## src/rtl/ecc_apb_ctrl.sv

```systemverilog
// ecc_apb_ctrl: APB register file and one-shot sequencer for the ECC datapath.
// A CTRL write launches a single encode/decode/full operation, the result is
// captured on dp_done, and a watchdog timer aborts a datapath that never answers.
//
// state    | meaning
// ---------+-----------------------------------------------------------
// S_IDLE   | no operation in flight, registers writable
// S_LAUNCH | dp_start asserted for this single cycle, timer cleared
// S_WAIT   | waiting for dp_done, timer counting toward TIMEOUT-1
// S_CAPTURE| result already latched, one settling cycle before IDLE
module ecc_apb_ctrl #(
    parameter int DATA_WIDTH      = 32,
    parameter int AMBA_ADDR_WIDTH = 20,
    parameter int AMBA_WORD       = 32,
    parameter int TIMEOUT         = 64
) (
    input  logic                       clk,
    input  logic                       rst,
    input  logic [AMBA_ADDR_WIDTH-1:0] paddr,
    input  logic                       psel,
    input  logic                       penable,
    input  logic                       pwrite,
    input  logic [AMBA_WORD-1:0]       pwdata,
    output logic [AMBA_WORD-1:0]       prdata,
    output logic                       pready,
    output logic                       dp_start,
    output logic [1:0]                 dp_op,
    output logic [1:0]                 dp_width,
    output logic [DATA_WIDTH-1:0]      dp_data,
    output logic [DATA_WIDTH-1:0]      dp_noise,
    input  logic                       dp_done,
    input  logic [DATA_WIDTH-1:0]      dp_result,
    input  logic [1:0]                 dp_num_err
);

    localparam int                 TMR_W    = $clog2(TIMEOUT) + 1;
    localparam logic [TMR_W-1:0]   TMR_LAST = TMR_W'(TIMEOUT - 1);

    localparam logic [2:0] ADDR_CTRL   = 3'd0;
    localparam logic [2:0] ADDR_DATA   = 3'd1;
    localparam logic [2:0] ADDR_WIDTH  = 3'd2;
    localparam logic [2:0] ADDR_NOISE  = 3'd3;
    localparam logic [2:0] ADDR_STATUS = 3'd4;
    localparam logic [2:0] ADDR_RESULT = 3'd5;

    typedef enum logic [1:0] {
        S_IDLE    = 2'd0,
        S_LAUNCH  = 2'd1,
        S_WAIT    = 2'd2,
        S_CAPTURE = 2'd3
    } state_t;

    state_t                state_q, state_d;
    logic [1:0]            op_q, op_d;
    logic [1:0]            width_q, width_d;
    logic [DATA_WIDTH-1:0] data_q, data_d;
    logic [DATA_WIDTH-1:0] noise_q, noise_d;
    logic [DATA_WIDTH-1:0] result_q, result_d;
    logic [1:0]            num_err_q, num_err_d;
    logic                  err_q, err_d;
    logic                  done_q, done_d;
    logic                  busy_q, busy_d;
    logic [TMR_W-1:0]      timer_q, timer_d;
    logic [AMBA_WORD-1:0]  prdata_q, prdata_d;

    logic [2:0]            reg_sel;
    logic                  wr_en;
    logic                  rd_setup;
    logic [AMBA_WORD-1:0]  rd_data;
    logic                  unused_paddr;

    assign reg_sel      = paddr[4:2];
    assign wr_en        = psel & penable & pwrite;
    assign rd_setup     = psel & ~penable;
    assign unused_paddr = ^{paddr[AMBA_ADDR_WIDTH-1:5], paddr[1:0]};

    // Read mux; unmapped addresses return zero.
    always_comb begin
        rd_data = '0;
        case (reg_sel)
            ADDR_CTRL:   rd_data = AMBA_WORD'(op_q);
            ADDR_DATA:   rd_data = AMBA_WORD'(data_q);
            ADDR_WIDTH:  rd_data = AMBA_WORD'(width_q);
            ADDR_NOISE:  rd_data = AMBA_WORD'(noise_q);
            ADDR_STATUS: rd_data = AMBA_WORD'({num_err_q, err_q, done_q, busy_q});
            ADDR_RESULT: rd_data = AMBA_WORD'(result_q);
            default:     rd_data = '0;
        endcase
    end

    // Sequencer next state plus APB write decode; a write in the same cycle
    // as a sequencer update is applied last so its err flag is never lost.
    always_comb begin
        state_d   = state_q;
        op_d      = op_q;
        width_d   = width_q;
        data_d    = data_q;
        noise_d   = noise_q;
        result_d  = result_q;
        num_err_d = num_err_q;
        err_d     = err_q;
        done_d    = done_q;
        busy_d    = busy_q;
        timer_d   = timer_q;
        prdata_d  = rd_setup ? rd_data : prdata_q;

        case (state_q)
            S_LAUNCH: begin
                timer_d = '0;
                state_d = S_WAIT;
            end
            S_WAIT: begin
                // dp_result is only valid alongside dp_done, so it is latched
                // here; dp_done wins over a coincident final timeout cycle.
                if (dp_done) begin
                    result_d  = dp_result;
                    num_err_d = dp_num_err;
                    done_d    = 1'b1;
                    busy_d    = 1'b0;
                    state_d   = S_CAPTURE;
                end else if (timer_q == TMR_LAST) begin
                    err_d   = 1'b1;
                    busy_d  = 1'b0;
                    state_d = S_IDLE;
                end else begin
                    timer_d = timer_q + 1'b1;
                end
            end
            S_CAPTURE: state_d = S_IDLE;
            default:   state_d = state_q;
        endcase

        if (wr_en) begin
            case (reg_sel)
                ADDR_CTRL: begin
                    if (busy_q || pwdata[1:0] == 2'd3 || width_q == 2'd3) begin
                        err_d = 1'b1;
                    end else begin
                        op_d    = pwdata[1:0];
                        busy_d  = 1'b1;
                        done_d  = 1'b0;
                        err_d   = 1'b0;
                        timer_d = '0;
                        state_d = S_LAUNCH;
                    end
                end
                ADDR_DATA: begin
                    if (busy_q) err_d  = 1'b1;
                    else        data_d = pwdata[DATA_WIDTH-1:0];
                end
                ADDR_WIDTH: begin
                    if (busy_q) err_d   = 1'b1;
                    else        width_d = pwdata[1:0];
                end
                ADDR_NOISE: begin
                    if (busy_q) err_d   = 1'b1;
                    else        noise_d = pwdata[DATA_WIDTH-1:0];
                end
                default: ;
            endcase
        end
    end

    // State and register file flops.
    always_ff @(posedge clk or negedge rst) begin
        if (!rst) begin
            state_q   <= S_IDLE;
            op_q      <= '0;
            width_q   <= '0;
            data_q    <= '0;
            noise_q   <= '0;
            result_q  <= '0;
            num_err_q <= '0;
            err_q     <= 1'b0;
            done_q    <= 1'b0;
            busy_q    <= 1'b0;
            timer_q   <= '0;
            prdata_q  <= '0;
        end else begin
            state_q   <= state_d;
            op_q      <= op_d;
            width_q   <= width_d;
            data_q    <= data_d;
            noise_q   <= noise_d;
            result_q  <= result_d;
            num_err_q <= num_err_d;
            err_q     <= err_d;
            done_q    <= done_d;
            busy_q    <= busy_d;
            timer_q   <= timer_d;
            prdata_q  <= prdata_d;
        end
    end

    assign prdata   = prdata_q;
    assign pready   = 1'b1;
    assign dp_start = (state_q == S_LAUNCH);
    assign dp_op    = op_q;
    assign dp_width = width_q;
    assign dp_data  = data_q;
    assign dp_noise = noise_q;

endmodule

```

## config.mk

```make
export PLATFORM = sky130hd
export DESIGN_NAME = ecc_apb_ctrl
export DESIGN_NICKNAME = d
export VERILOG_FILES = /design/src/rtl/ecc_apb_ctrl.sv
export SDC_FILE = /design/constraint.sdc
export NUM_CORES = 1
export LEC_CHECK = 0
export CAP_MARGIN = 25
export CORE_MARGIN = 5
export CORE_UTILIZATION = 43
export DETAILED_ROUTE_END_ITERATION = 10
export PLACE_DENSITY = 0.85
export SYNTH_ARGS = -nofsm -noshare
export SYNTH_HDL_FRONTEND = slang
export SYNTH_SLANG_ARGS = --single-unit
```

## constraint.sdc

```tcl
create_clock -name clk -period 1.9 [get_ports clk]
set_clock_uncertainty 0.1 [all_clocks]
set_input_delay 0.38 -clock clk [delete_from_list [all_inputs] [get_ports clk]]
set_output_delay 0.38 -clock clk [all_outputs]
set_load 0.02 [all_outputs]
```

### After elaboration in Yosys (flattened, before gate mapping)

Cells that the tools add are included.

| cells by class | value |
|---|---|
| reduce and logical (&&, ||, !) cells | 9 |
| $mul | 0 |
| bitwise operators | 6 |
| equal/unequal tests | 11 |
| shift operators | 0 |
| mux-type cells | 31 |
| add/subtract/negate cells | 1 |
| magnitude comparators | 0 |
| div/mod/pow operators | 0 |

Operator list:

| operator | count |
|---|---|
| one-hot mux 32 bit (6 select lines) | 1 |
| two-way mux 7 bit | 5 |
| two-way mux 1 bit | 17 |
| one-hot mux 7 bit (2 select lines) | 1 |
| AND reduction 3 bit | 4 |
| two-way mux 2 bit | 5 |
| equality test 2 bit, second input constant | 4 |
| adder 7 x 1 -> 7 bit, second input constant | 1 |
| equality test 7 x 6 -> 1 bit, second input constant | 1 |
| equality test 3 x 2 -> 1 bit, second input constant | 2 |
| equality test 3 bit, second input constant | 2 |
| one-hot mux 2 bit (3 select lines) | 1 |
| AND 1 bit | 3 |
| equality test 3 x 1 -> 1 bit, second input constant | 1 |
| zero test 3 bit | 1 |
| inverter 1 bit | 3 |
| OR reduction 3 bit | 1 |
| equality test 2 x 1 -> 1 bit, second input constant | 1 |
| logical OR 1 bit | 2 |
| one-hot mux 1 bit (2 select lines) | 1 |
| AND reduction 2 bit | 1 |

| word-level totals | value |
|---|---|
| latch bits | 0 |
| memories | 0 |
| flip-flop bits (word level) | 146 |
| output and inout bits | 102 |
| ROM bits | 0 |
| memory bits (writable) | 0 |
| input port bits | 92 |

### Depth between registers and ports, before layout

Gate-level depths: netlist of the first run.

| logic depth | value |
|---|---|
| word-level depth | 7 |
| mapped depth | 7 |

### Worst setup path before layout of the first run

No wires, ideal clock.

| timing | value |
|---|---|
| path type | input to register |
| from | input port paddr[4] |
| to | register data_q[10] (netlist: dp_data[10]) |
| data arrival time | 1.712 ns |
| cell stages on the path | 6 |
| slack | -0.037 ns |
| setup time | 0.125 ns |
| buffers on the path | 2 |
| cell sequence | buf_2 > and4b_1 > and2b_1 > nor3b_4 > buf_4 > mux2_2 |

| on the way | value |
|---|---|
| longest elaborated chain between the ends | 2 |

Ends and longest elaborated chain:

| element | RTL line | text |
|---|---|---|
| start: declaration | 19 | `input logic [AMBA_ADDR_WIDTH-1:0] paddr,` |
| equality test 3 x 1 -> 1 bit | 134 | `case (reg_sel)` |
| AND reduction 3 bit (no line) | - |  |
| end signal: assignment | 183 | `data_q <= data_d;` |
| end: declaration | 56 | `logic [DATA_WIDTH-1:0] data_q, data_d;` |

No other way between the ends.
A chain may end at the register's enable or synchronous reset.

### Worst setup path after layout of the first run

| timing | value |
|---|---|
| from | register prdata_q[13] (netlist: prdata[13]) |
| to | output port prdata[13] |

RTL lines:

| element | RTL line | text |
|---|---|---|
| start: declaration | 64 | `logic [AMBA_WORD-1:0] prdata_q, prdata_d;` |
| start signal: assignment | 191 | `prdata_q <= prdata_d;` |
| end: declaration | 24 | `output logic [AMBA_WORD-1:0] prdata,` |

No word-level cell between the ends.

==> results of run 1 <==
## what timing repair did
| item | 4_1_cts | 5_1_grt |
|---|---|---|
| setup buffers | 4 | 1 |
| endpoints found under the hold margin | 36 | 0 |
| endpoints found under the setup margin | 101 | 58 |
| pin swaps | 0 | 1 |
| resized for setup | 74 | 56 |
| hold buffers | 1 | 0 |
| cloned | 1 | 1 |
## final cells by class
type	instances	area, um2	share of cell area (%)
Timing Repair Buffer	224	2320	24.4
Tap cell	184	230	2.43
Inverter	7	26.3	0.277
Clock buffer	26	489	5.16
Multi-Input combinational cell	304	2720	28.6
Clock inverter	5	52.6	0.554
Sequential cell	146	3650	38.5
## per-stage QoR
| step | hold slack [ns] | power, mW | utilization, % |
|---|---|---|---|
| 2_1_floorplan | -0.0156 | 6.32 | - |
| 6_report | 0.341 | 10.9 | 65.2 |
| 5_1_grt | 0.363 | 11.5 | 65.2 |
| 3_5_place_dp | 0.215 | 8.02 | 60.2 |
| 3_3_place_gp | 0.209 | 7.84 | 60.2 |
| 4_1_cts | 0.341 | 11.0 | 63.9 |
## how the worst max path moves through the flow
stage / startpoint / to / slack (ns) / depth (start not counted)
5_1_grt: timer_q[0] / state_q[0] / -0.03 / 5
3_5_place_dp: paddr[4] / dp_data[14] / -0.56 / 6
4_1_cts: psel / dp_data[23] / -0.007 / 7
2_1_floorplan: paddr[4] / dp_data[10] / -0.02 / 6
6_report: prdata[13] / prdata[13] / 0.03 / 1
3_3_place_gp: paddr[4] / dp_data[15] / -0.54 / 6
## cell families (layout without fill, tap and decap cells)
family / count (synthesis) / count (layout)
DFF: 146 / 146
AOI/OAI and AO/OA: 89 / 89
adders and majority gates: 4 / 4
xor gates and xnor gates: 3 / 3
and+or+nand+nor: 69 / 69
other: 1 / 1
buffers and inverters: 37 / 262
muxes: 138 / 138
## routing by layer
metal	share of wire, %	GRT usage, %	vias up	routed length, um
li1	-	-	2188	-
met1	42	25.3	2478	7590
met2	50	33.7	202	8980
met3	6.8	7.22	28	1220
met4	1.3	6.46	0	243
met5	0	0	-	0
## state kept, by name, indices dropped and copies added, names as in the netlist
register / cells
err_q: 1
dp_data: 32
busy_q: 1
dp_op: 2
result_q: 32
timer_q: 7
prdata: 32
state_q: 2
dp_width: 2
num_err_q: 2
done_q: 1
dp_noise: 32
## power breakdown
| part | internal (mW) | total (mW) | switching, mW |
|---|---|---|---|
| Combinational | 1.74 | 3.31 | 1.57 |
| Sequential | 3.95 | 4.53 | 0.575 |
| Clock | 1.89 | 3.09 | 1.20 |
## cells in the final DEF, fill, tap and decap left out, drive strengths merged, types with 2 or more instances in the layout
cell type	netlist	routed
o31ai	2	2
clkinv	0	3
and4b	2	2
inv	7	7
nor2	8	8
nand2b	2	2
or4	2	2
mux2	109	109
o21ai	33	33
a22oi	5	5
xor2	3	3
dfrtp	146	146
clkdlybuf4s50	0	72
nor2b	6	6
o211ai	2	2
nand2	36	36
a21o	2	2
buf	17	50
dlymetal6s2s	0	33
ha	4	4
clkbuf	13	27
a21oi	7	7
o22ai	2	2
a211oi	2	2
dlygate4sd2	0	67
nand3	6	6
mux2i	29	29
a22o	28	28
==> impl_metrics.toml, run 1 <==
[synth]
synth-edff-count = 0
syn-num-nets = 583
netlist_area_mm2 = 0.00637
avgSynthCellArea_um2 = 13.1
synth_flop_cell = "dfrtp_1"
async_flop_share_pct = 100
yosys.area.top_type_share_pct = 57.4
ys_ff_latch = 146
synth_most_common_cell = "dfrtp_1"
yosysSeqAreaShare_pct = 57.4
yosysUniqueCellTypes = 42
synth-xor-area-share_pct = 0.413
synthTopCellsByArea = "dfrtp_1 57%, mux2_2 19%, mux2i_1 4.6%"
synth-compound-area-share_pct = 9.59
synth-simple-area-share_pct = 5.33
synth_top_family_by_area = "multiplexers"
synth-adder-area-share_pct = 0.786
synth_cells = 487
synth_warnings = 0
synthTopCellsByCount = "146 x dfrtp_1, 108 x mux2_2, 36 x nand2_1, 33 x o21ai_0, 29 x mux2i_1"
synth_mux_area_share_pct = 23.8
synth_top_cell_by_area = "dfrtp_1"

[die]
dieWidth_um = 132
start_util_pct = 43.8
num_rows = 44
die-area_mm2 = 0.0173
core_mm2 = 0.0145
die_y_um = 132
io_pins = 194

[clock_tree]
cts.sinks = 146
cts_tree = "built"
cts-root-buf = "clkbuf_16"
clk_latency_ns = 0.42
cts.reportedPaths.clkPinSlew_ns = 0.06
cts_made_buffers = 17
htreeDepth = 4
clockBufferDepth = 2

[sta]
final.setup.worst_slack_ns = 0.0310
fin_tns_setup_ns = 0
finalHoldViolations = 0
min_period_over_period_pct = 98.4
min_period_ns = 1.87
fmax_mhz = 535
finalSetupViolations = 0
finalMaxSlewViolations = 0

[critical_path]
crit_arrival_ns = 1.39
cp-start-kind = "flip-flop"
cp.required_ns = 1.42
r2r_cells = 7
critPathMaxStageDelay_ns = 0.61
cp_num_buf_inv = 1
r2r_end = "timer_q[3]"
cp_cell_sequence = "clkdlybuf4s50_1"
cp_max_fo = 2
rrSetupSlack_ns = 0.07
r2r_start = "state_q[1]"
crit_family = "buffers and inverters"
critical_path_class = "reg -> out"
crit_path_end_kind = "output port"
cp_slowest_cell = "clkdlybuf4s50_1"

[power]
peakVddDrop_mv = 0.630
powerDensity_mw_per_mm2 = 1150
cellLeakagePower_nw = 4.95

[layout]
antenna_cells = 0
fin_cells = 896
fillers = 1081
layout-drive-gt1-share_pct = 28.1
syn2layout_area_growth_pct = 48.9
postLayoutCellArea_mm2 = 0.00948
nets = 796

[global_routing]
grt_max_degree = 47
grt_pass1_wl_um = 28600
grt_pass1_vias = 5355
gr-total-overflow = 0
antenna_found_initial = 0
grt_usage_pct = 20.4

[routing]
via_count = 4896
drt_iter0_drc = 282
wirelength_um = 18000
routedWlPerCell_um = 20.1
vias_per_cell = 5.46
ant_nets = 0
drt_first_pass_iters = 4
drc = 0

[placement]
dpl.cell_count = 857
dpl_cell_area_mm2 = 0.00875
gp_congestion = 0.837
pre_cts_ws_ns = -0.558
dp_hpwl_um = 12500
io_buffers = 175

[run]
maxCapViolCount = 0

[hold_path]
hold_path_class = "in -> async"

[outcome]
status = "completed"
Note: power is estimated with default switching activity, not from simulation.
==> run 2: changes to the inputs <==
- TNS_END_PERCENT: unset -> 100
==> results of run 2 <==
Final layout, timing and power as in run 1 (identical DEF).
